$ cat src/rtl/pool_frame_feeder.sv
// -----------------------------------------------------------------------------
// pool_frame_feeder
//
// Purpose:
//   Streaming pixel source for the pooling/convolution window engines. Reads one
//   IMG_Width x IMG_Height frame from a single-port feature-map RAM in raster
//   order and presents it as a valid/ready pixel stream. After the frame it
//   appends FLUSH_LEN zero pixels so the engine's line buffer drains its last
//   window rows. The control side uses a Start/Busy/Done handshake.
//
// Ports:
//   CLK        in   clock, rising edge
//   CLR        in   asynchronous active-low reset
//   Start      in   one-cycle start pulse, ignored while a frame is in progress
//   Base_Addr  in   frame start address, latched when Start is accepted
//   Rd_En      out  RAM read strobe
//   Rd_Addr    out  RAM read address (Base_Addr + index, modulo 2^Addrwidth)
//   Rd_Data    in   RAM read data, valid one cycle after Rd_En
//   Ready_IN   in   downstream accepts a pixel this cycle
//   Out        out  pixel to engine
//   Valid_OUT  out  Out holds a valid pixel
//   Busy       out  frame in progress
//   Done       out  one-cycle pulse at frame completion
//   Stall_Cnt  out  (only with FEEDER_STALL_CNT_EN) saturating count of cycles
//                   with Valid_OUT=1, Ready_IN=0 while Busy=1
//
// Configuration macro: FEEDER_STALL_CNT_EN adds the Stall_Cnt port and logic.
// -----------------------------------------------------------------------------
module pool_frame_feeder #(
    parameter int IMG_Width  = 7,
    parameter int IMG_Height = 7,
    parameter int Datawidth  = 16,
    parameter int Addrwidth  = 12,
    parameter int FLUSH_LEN  = IMG_Width * 3 + 4
) (
    input  logic                 CLK,
    input  logic                 CLR,
    input  logic                 Start,
    input  logic [Addrwidth-1:0] Base_Addr,
    output logic                 Rd_En,
    output logic [Addrwidth-1:0] Rd_Addr,
    input  logic [Datawidth-1:0] Rd_Data,
    input  logic                 Ready_IN,
    output logic [Datawidth-1:0] Out,
    output logic                 Valid_OUT,
    output logic                 Busy,
`ifdef FEEDER_STALL_CNT_EN
    output logic                 Done,
    output logic [31:0]          Stall_Cnt
`else
    output logic                 Done
`endif
);

    localparam int NPIX = IMG_Width * IMG_Height;
    localparam int IDXW = $clog2(NPIX + 1);
    localparam int COLW = $clog2(IMG_Width + 1);
    localparam int ROWW = $clog2(IMG_Height + 1);
    localparam int FLW  = $clog2(FLUSH_LEN + 2);

    typedef enum logic [2:0] {
        S_IDLE,
        S_READ,
        S_DRAIN,
        S_FLUSH,
        S_DONE
    } state_t;

    state_t                 state_q, state_d;
    logic [Addrwidth-1:0]   base_q, base_d;
    logic [IDXW-1:0]        rd_idx_q, rd_idx_d;
    logic                   rd_en_q, rd_en_d;
    logic [Addrwidth-1:0]   rd_addr_q, rd_addr_d;
    logic                   rd_vld_q;           // Rd_Data is valid this cycle
    logic [Datawidth-1:0]   out_q, out_d;
    logic                   vld_q, vld_d;
    logic                   busy_q, busy_d;
    logic                   done_q, done_d;
    logic [COLW-1:0]        col_q, col_d;
    logic [ROWW-1:0]        row_q, row_d;
    logic [FLW-1:0]         fl_ld_q, fl_ld_d;   // flush zeros loaded into Out
    logic [FLW-1:0]         fl_xf_q, fl_xf_d;   // flush zeros transferred

    // 2-entry skid FIFO between the RAM return path and the output register
    logic [Datawidth-1:0]   fifo_mem_q [2];
    logic                   wr_ptr_q, rd_ptr_q;
    logic [1:0]             fifo_cnt_q, fifo_cnt_d;
    logic                   fifo_push, fifo_pop;

    logic                   xfer, out_free, frame_xfer, last_xfer, load_flush, room;

`ifdef FEEDER_STALL_CNT_EN
    logic [31:0]            stall_q, stall_d;
`endif

    always_comb begin
        state_d    = state_q;
        base_d     = base_q;
        rd_idx_d   = rd_idx_q;
        rd_en_d    = 1'b0;
        rd_addr_d  = rd_addr_q;
        busy_d     = busy_q;
        done_d     = 1'b0;
        col_d      = col_q;
        row_d      = row_q;
        fl_ld_d    = fl_ld_q;
        fl_xf_d    = fl_xf_q;
        fifo_push  = 1'b0;
        fifo_pop   = 1'b0;
        out_d      = out_q;

        xfer       = vld_q && Ready_IN;
        out_free   = !vld_q || Ready_IN;
        frame_xfer = xfer && (state_q == S_READ || state_q == S_DRAIN);
        last_xfer  = frame_xfer && (col_q == COLW'(IMG_Width - 1))
                                && (row_q == ROWW'(IMG_Height - 1));
        // The first flush zero may enter Out on the same edge the last frame
        // pixel leaves it, so the stream has no bubble between frame and flush.
        load_flush = (FLUSH_LEN > 0) &&
                     ((state_q == S_DRAIN && last_xfer) ||
                      (state_q == S_FLUSH && fl_ld_q < FLW'(FLUSH_LEN)));

        // Output register refill: FIFO head first, then the RAM return, then
        // flush zeros. RAM data not taken directly is always pushed.
        vld_d = vld_q && !Ready_IN;
        if (out_free) begin
            if (fifo_cnt_q != 2'd0) begin
                out_d     = fifo_mem_q[rd_ptr_q];
                vld_d     = 1'b1;
                fifo_pop  = 1'b1;
                fifo_push = rd_vld_q;
            end else if (rd_vld_q) begin
                out_d = Rd_Data;
                vld_d = 1'b1;
            end else if (load_flush) begin
                out_d   = '0;
                vld_d   = 1'b1;
                fl_ld_d = fl_ld_q + 1'b1;
            end
        end else begin
            fifo_push = rd_vld_q;
        end
        fifo_cnt_d = fifo_cnt_q + 2'(fifo_push) - 2'(fifo_pop);

        // A new read is allowed only if everything held or already requested,
        // plus this read, fits in FIFO (2) + output register (1).
        room = ({1'b0, fifo_cnt_d} + 3'(vld_d) + 3'(rd_en_q)) <= 3'd2;

        if (frame_xfer) begin
            if (col_q == COLW'(IMG_Width - 1)) begin
                col_d = '0;
                row_d = row_q + 1'b1;
            end else begin
                col_d = col_q + 1'b1;
            end
        end

        case (state_q)
            S_IDLE: begin
                if (Start) begin
                    base_d    = Base_Addr;
                    busy_d    = 1'b1;
                    rd_en_d   = 1'b1;
                    rd_addr_d = Base_Addr;
                    rd_idx_d  = IDXW'(1);
                    col_d     = '0;
                    row_d     = '0;
                    fl_ld_d   = '0;
                    fl_xf_d   = '0;
                    state_d   = (NPIX == 1) ? S_DRAIN : S_READ;
                end
            end
            S_READ: begin
                if (room) begin
                    rd_en_d   = 1'b1;
                    rd_addr_d = base_q + Addrwidth'(rd_idx_q);
                    rd_idx_d  = rd_idx_q + 1'b1;
                    if (rd_idx_q == IDXW'(NPIX - 1)) begin
                        state_d = S_DRAIN;
                    end
                end
            end
            S_DRAIN: begin
                if (last_xfer) begin
                    if (FLUSH_LEN > 0) begin
                        state_d = S_FLUSH;
                    end else begin
                        state_d = S_DONE;
                        busy_d  = 1'b0;
                        done_d  = 1'b1;
                    end
                end
            end
            S_FLUSH: begin
                if (xfer) begin
                    fl_xf_d = fl_xf_q + 1'b1;
                    if (fl_xf_q == FLW'(FLUSH_LEN - 1)) begin
                        state_d = S_DONE;
                        busy_d  = 1'b0;
                        done_d  = 1'b1;
                    end
                end
            end
            S_DONE: begin
                state_d = S_IDLE;
            end
            default: begin
                state_d = S_IDLE;
                busy_d  = 1'b0;
            end
        endcase
    end

`ifdef FEEDER_STALL_CNT_EN
    always_comb begin
        stall_d = stall_q;
        if (state_q == S_IDLE && Start) begin
            stall_d = '0;
        end else if (busy_q && vld_q && !Ready_IN && stall_q != 32'hFFFF_FFFF) begin
            stall_d = stall_q + 32'd1;
        end
    end

    always_ff @(posedge CLK or negedge CLR) begin
        if (!CLR) begin
            stall_q <= '0;
        end else begin
            stall_q <= stall_d;
        end
    end

    assign Stall_Cnt = stall_q;
`endif

    always_ff @(posedge CLK or negedge CLR) begin
        if (!CLR) begin
            state_q    <= S_IDLE;
            base_q     <= '0;
            rd_idx_q   <= '0;
            rd_en_q    <= 1'b0;
            rd_addr_q  <= '0;
            rd_vld_q   <= 1'b0;
            out_q      <= '0;
            vld_q      <= 1'b0;
            busy_q     <= 1'b0;
            done_q     <= 1'b0;
            col_q      <= '0;
            row_q      <= '0;
            fl_ld_q    <= '0;
            fl_xf_q    <= '0;
            wr_ptr_q   <= 1'b0;
            rd_ptr_q   <= 1'b0;
            fifo_cnt_q <= '0;
        end else begin
            state_q    <= state_d;
            base_q     <= base_d;
            rd_idx_q   <= rd_idx_d;
            rd_en_q    <= rd_en_d;
            rd_addr_q  <= rd_addr_d;
            rd_vld_q   <= rd_en_q;
            out_q      <= out_d;
            vld_q      <= vld_d;
            busy_q     <= busy_d;
            done_q     <= done_d;
            col_q      <= col_d;
            row_q      <= row_d;
            fl_ld_q    <= fl_ld_d;
            fl_xf_q    <= fl_xf_d;
            fifo_cnt_q <= fifo_cnt_d;
            if (fifo_push) wr_ptr_q <= ~wr_ptr_q;
            if (fifo_pop)  rd_ptr_q <= ~rd_ptr_q;
        end
    end

    // Pixel storage needs no reset; occupancy is tracked by fifo_cnt_q.
    always_ff @(posedge CLK) begin
        if (fifo_push) begin
            fifo_mem_q[wr_ptr_q] <= Rd_Data;
        end
    end

    assign Rd_En     = rd_en_q;
    assign Rd_Addr   = rd_addr_q;
    assign Out       = out_q;
    assign Valid_OUT = vld_q;
    assign Busy      = busy_q;
    assign Done      = done_q;

endmodule

$ cat config.mk
export PLATFORM = sky130hd
export DESIGN_NAME = pool_frame_feeder
export DESIGN_NICKNAME = d
export VERILOG_FILES = /design/src/rtl/pool_frame_feeder.sv
export SDC_FILE = /design/constraint.sdc
export NUM_CORES = 1
export LEC_CHECK = 0
export CAP_MARGIN = 25
export CORE_ASPECT_RATIO = 0.75
export CORE_MARGIN = 10
export CORE_UTILIZATION = 48
export DETAILED_ROUTE_END_ITERATION = 7
export HOLD_SLACK_MARGIN = 0.08
export PLACE_DENSITY = 0.83
export SLEW_MARGIN = 40
export SYNTH_ARGS = -nofsm -noshare
export SYNTH_HDL_FRONTEND = slang
export SYNTH_SLANG_ARGS = --single-unit
$ cat constraint.sdc
create_clock -name CLK -period 4.2 [get_ports CLK]
set_input_delay 0.84 -clock CLK [delete_from_list [all_inputs] [get_ports CLK]]
set_output_delay 0.84 -clock CLK [all_outputs]
set_load 0.005 [all_outputs]
==> results of run 1 <==
[worst paths after layout]
| path | slack, ps | cells after the start | startpoint | end |
|---|---|---|---|---|
| min reg2reg | 480 | 1 | Out[2] | Out[2] |
| min | 480 | 1 | Out[2] | Out[2] |
| max | 240 | 15 | Ready_IN | state_q[0] |
| min in group asynchronous | 500 | 1 | CLR | Out[9] |
| max in group asynchronous | 3170 | 1 | CLR | rd_ptr_q |
| max reg2reg | 640 | 13 | fifo_cnt_q[1] | state_q[0] |
[routing by layer]
metal / wire, um / up-vias
li1: - / 1787
met1: 5240 / 1886
met2: 5530 / 114
met3: 798 / 17
met4: 167 / 0
met5: 0 / -
[cells in the mapped netlist, types with 3 or more instances]
cell type,instances
nand4_1,8
a21oi_1,34
nand3_1,4
nor2_1,30
and3_1,3
ha_1,17
buf_2,9
o31ai_1,4
xor2_1,13
xnor2_1,4
edfxtp_1,32
inv_1,17
o211ai_1,5
nor2b_1,7
dfrtp_1,74
a211oi_1,24
o21ai_0,17
nor3_1,5
nand3b_1,3
mux2i_1,21
a21o_1,19
nand4b_1,3
or3_1,3
nand2_1,60
clkbuf_1,11
a22oi_1,4
[sequential cells by signal, indices dropped and copies added, names as in the netlist, 2 cells and up]
signal / cells
Out: 16
Rd_Addr: 12
base_q: 12
col_q: 3
fifo_cnt_q: 2
fifo_mem_q: 32
fl_ld_q: 5
fl_xf_q: 5
rd_idx_q: 6
row_q: 3
state_q: 3
[area by class of cell]
cell class                      instances  area [um2]  share of cell area
Multi-Input combinational cell        315        2090               0.338
Sequential cell                       106        2810               0.455
Inverter                               17        63.8              0.0103
Clock inverter                          4        52.6             0.00850
Tap cell                              136         170              0.0275
Timing Repair Buffer                   77         749               0.121
Clock buffer                           12         246              0.0399
[power breakdown]
group	total, mW	internal [mW]	switching (mW)	leakage, nW
clock	0.848	0.479	0.369	0.135
combinational	2.24	1.04	1.20	1.35
sequential	1.69	1.44	0.257	1.21
[through the flow]
| stage | instance area, um2 | hold WS, ps | power [mW] | cells |
|---|---|---|---|---|
| final | 6180 | 477 | 4.78 | 667 |
| after global routing | 6180 | 485 | 5.13 | 667 |
| after CTS | 6180 | 483 | 4.81 | 667 |
| after detailed placement | 5880 | 465 | 3.94 | 651 |
| after global placement | 5870 | 463 | 3.82 | 651 |
| after floorplan | 5070 | 431 | 3.10 | 462 |
[kinds of logic (layout without fill, tap and decap cells)]
kind of cell / Yosys count / in the layout / share of synthesized area
compound gates: 118 / 118 / 0.154
xor+xnor: 18 / 18 / 0.0326
fa+ha+maj: 19 / 19 / 0.0498
buf+inv: 41 / 110 / 0.0355
flops: 106 / 106 / 0.555
mux: 21 / 21 / 0.0414
simple gates: 139 / 139 / 0.132
==> results.ini, run 1 <==
[worst_setup_path]
crit_fanout=4
cp_slowest_cell=or3b_2
crit_buf_inv=4
cp_cell_sequence=clkdlybuf4s50_1 -> nor2b_2 -> o21ai_0 -> ha_1 -> inv_1 -> ha_1 -> fa_1 -> inv_1 -> ha_1 -> or3b_2 -> a2111oi_0 -> buf_4 -> nor2_1 -> nor2_1 -> nor3_1
end_kind=flop
critPathTopFamily=adder cells
crit_path_max_incr_delay_ps=500
critPathLaunchType=input pin
critPathRequiredTime_ps=4400
critical_path_arrival_ps=4170
crit_type=in -> reg
cpMostUsedCell=ha_1

[routing]
vias=3804
vias_per_cell=5.70
ant_nets=0
wl_per_cell_um=17.6
dr.pass1.iters=4
route.detailed.drc=0
drt_iter0_drc=276
wirelength_mm=11.7

[clock_tree]
tritoncts=done
cts.path.max_buffers=2
clk_pin_slew_worst_paths_ps=70
cts_setup_buffers=0
root_buffer=clkbuf_16
ctsHoldBuffers=0
htree_levels=3
insertion_delay_ps=350
numCtsBuffers=9
clock-sinks=106
cts_resized=0

[logic_synthesis]
yosysSeqAreaShare=0.555
yosys_most_used_dff=dfrtp_1
yosys.cell_types.count=49
synth_edf_count=32
ys_seq_elements=106
syn_avg_cell_area_um2=11.0
netlist_instances=462
synth_area_mm2=0.00507
synth_largest_area_cell=dfrtp_1
synth_nets=513
synth_area_leaders=dfrtp_1 (37%), edfxtp_1 (19%), nand2_1 (4.4%), ha_1 (4.2%), mux2i_1 (4.1%)
yosys_warnings=0
synth_top_area_frac=0.365
synthArstFlopShare=0.698

[global_route]
grt_overflow=0
grtUsageMet1=0.188
gr-usage-met3=0.0521
busiest_layer=met2
antenna_found_initial=0
grt_usage=0.153
first_global_vias=3918
grt_use_met2=0.252
grt_pass1_wl_mm=19.1
grt_max_degree=75

[sta]
fin_crit_sh=0.943
setup_slack_ps=239
drv_slew=0
skew_ps=9.87
fin_crit_ps=3960
finalSetupViolations=0
clock.fmax_mhz=252
tns_ps=0
worst_pin_slew_ps=790
slew_headroom=0.473
rsz0062_at_grt=no
hold_viol=0

[finish]
final_common_cell=dfrtp_1
nFillCells=826
area_delta_synth_final_pct=21.9
drive_gt1_frac=0.0734
final_nets=577
diodes=0
layout_common_cells=dfrtp_1 (73), clkdlybuf4s50_1 (62), nand2_1 (60)
final_util=0.601

[place]
dp_hpwl_mm=7.87
pre_cts_ws_ps=-118
io_buffers=63
gp_congestion=0.883

[die]
die_h_um=109
die-width_um=139
rows=32
ios=64
core-area_mm2=0.0103
initial_core_util=0.493
die_area_mm2=0.0151

[worst_hold_path]
hp-class=reg -> reg

[flow_run]
maxCapViolations=0

[power_and_ir_drop]
p_per_area_mw_per_mm2=773
p_leak_nw=2.69
peakVddDrop_uv=536

[run_status]
status=complete, no violations

No activity file was read; power rests on OpenSTA's default activity.
==> run 2, diff against run 1 <==
Settings changed: CORE_UTILIZATION 48 to 55, CTS_CLUSTER_SIZE set to 40, PLACE_DENSITY 0.83 to 0.91.
==> results.ini, run 2 (synthesis gave the netlist of run 1 again) <==
[finish]
final_common_cell=dfrtp_1
stdcell_count=649
area_delta_synth_final_pct=22.3
multi_input_area_mm2=0.00209
nFillCells=626
final_nets=583
final_util=0.689
layout_common_cells=dfrtp_1 (73), clkdlybuf4s50_1 (62), nand2_1 (60)
top_register=fifo_mem_q
ff_latch_area_mm2=0.00281
largest_register_ffs=32
diodes=0
drive_gt1_frac=0.0857

[global_route]
grt_pass1_wl_mm=20.4
grt_usage=0.190
antenna_found_initial=0
grt_overflow=0
first_global_vias=4170
grt_max_degree=45

[routing]
drt_iter0_drc=288
ant_nets=0
dr.pass1.iters=4
vias=3947
wirelength_mm=12.3
vias_per_cell=6.08
wl_per_cell_um=18.9
route.detailed.drc=0

[clock_tree]
ctsHoldBuffers=0
cts_setup_buffers=0
clk_pin_slew_worst_paths_ps=70
cts.path.max_buffers=2
root_buffer=clkbuf_16
clock-sinks=106
numCtsBuffers=9
insertion_delay_ps=350
tritoncts=done
htree_levels=3

[sta]
drv_slew=0
clock.fmax_mhz=247
hold_viol=0
holdWs_ps=478
rsz0062_at_grt=no
fin_crit_sh=0.963
worst_pin_slew_ps=740
fin_crit_ps=4040
finalSetupViolations=0
slew_headroom=0.507
skew_ps=10.9

[place]
gp_congestion=0.911
io_buffers=63
dp_hpwl_mm=8.47
dp.cells=633

[die]
ios=64
initial_core_util=0.563
rows=30
die_area_mm2=0.0135
die-width_um=131
core-area_mm2=0.00901
die_h_um=103

[worst_setup_path]
critPathLaunchType=input pin
end_kind=flop
crit_fanout=9
crit_type=in -> reg
critPathRequiredTime_ps=4490
ff2ff_path_depth=12
critical_path_arrival_ps=4330

[power_and_ir_drop]
p_per_area_mw_per_mm2=808
p_total_mw=5.01
p_leak_nw=2.73
peakVddDrop_uv=536

[flow_run]
maxCapViolations=0

[worst_hold_path]
hold_depth=1
hp-class=reg -> reg

[run_status]
status=complete, no violations

-- run 2: path summary, 6_finish.rpt --
check                              to  slack [ps]     startpoint
min                            Out[2]         480         Out[2]
max                        Rd_Addr[6]         160       Ready_IN
min reg2reg                    Out[2]         480         Out[2]
max reg2reg                Rd_Addr[6]         430  fifo_cnt_q[1]
max in group asynchronous    rd_ptr_q        2600            CLR
min in group asynchronous     Out[10]         540            CLR
-- run 2: power breakdown --
| group | internal [mW] | total (mW) | switching (mW) |
|---|---|---|---|
| sequential | 1.44 | 1.71 | 0.269 |
| combinational | 1.12 | 2.41 | 1.29 |
| clock | 0.524 | 0.898 | 0.374 |
| total | 3.08 | 5.01 | 1.94 |
-- run 2: worst max-delay path, cell delays in order --
cell	delay, ps
clkdlybuf4s50_1	450
nor2b_2	200
o21ai_0	160
ha_1	310
inv_1	40
ha_1	310
fa_1	420
ha_1	210
or3b_2	510
a21o_1	320
a211oi_1	320
mux2i_1	150
nand2_1	80
-- run 2: final cells by class --
type	instances	area share
timing repair buffer	83	0.125
multi-input combinational	315	0.337
clock inverter	6	0.0143
inverter	17	0.0103
clock buffer	10	0.0369
tap	112	0.0226
sequential	106	0.454
-- run 2: per-layer routing --
| metal | part of all wire | vias up | track usage |
|---|---|---|---|
| met5 | 0 | - | 0 |
| met4 | 0.024 | 0 | 0.0759 |
| met3 | 0.080 | 31 | 0.0637 |
| met2 | 0.48 | 158 | 0.309 |
| met1 | 0.41 | 1956 | 0.230 |
| li1 | - | 1802 | - |
-- run 2: metrics by stage --
| stage | setup WS, ps | TNS, ps | instance area [um2] |
|---|---|---|---|
| after floorplan | 59.6 | 0 | 5070 |
| after global placement | -55.6 | -67.5 | 5870 |
| after detailed placement | -262 | -2280 | 5870 |
| after CTS | 78.3 | 0 | 6190 |
| after global routing | 2.06 | 0 | 6200 |
| final | 157 | 0 | 6200 |
-- run 2: repair_timing --
action,4_1_cts,5_1_grt
resized for setup,2,1
setup endpoints to repair,2,1
gates cloned,0,0
pin swaps,0,0
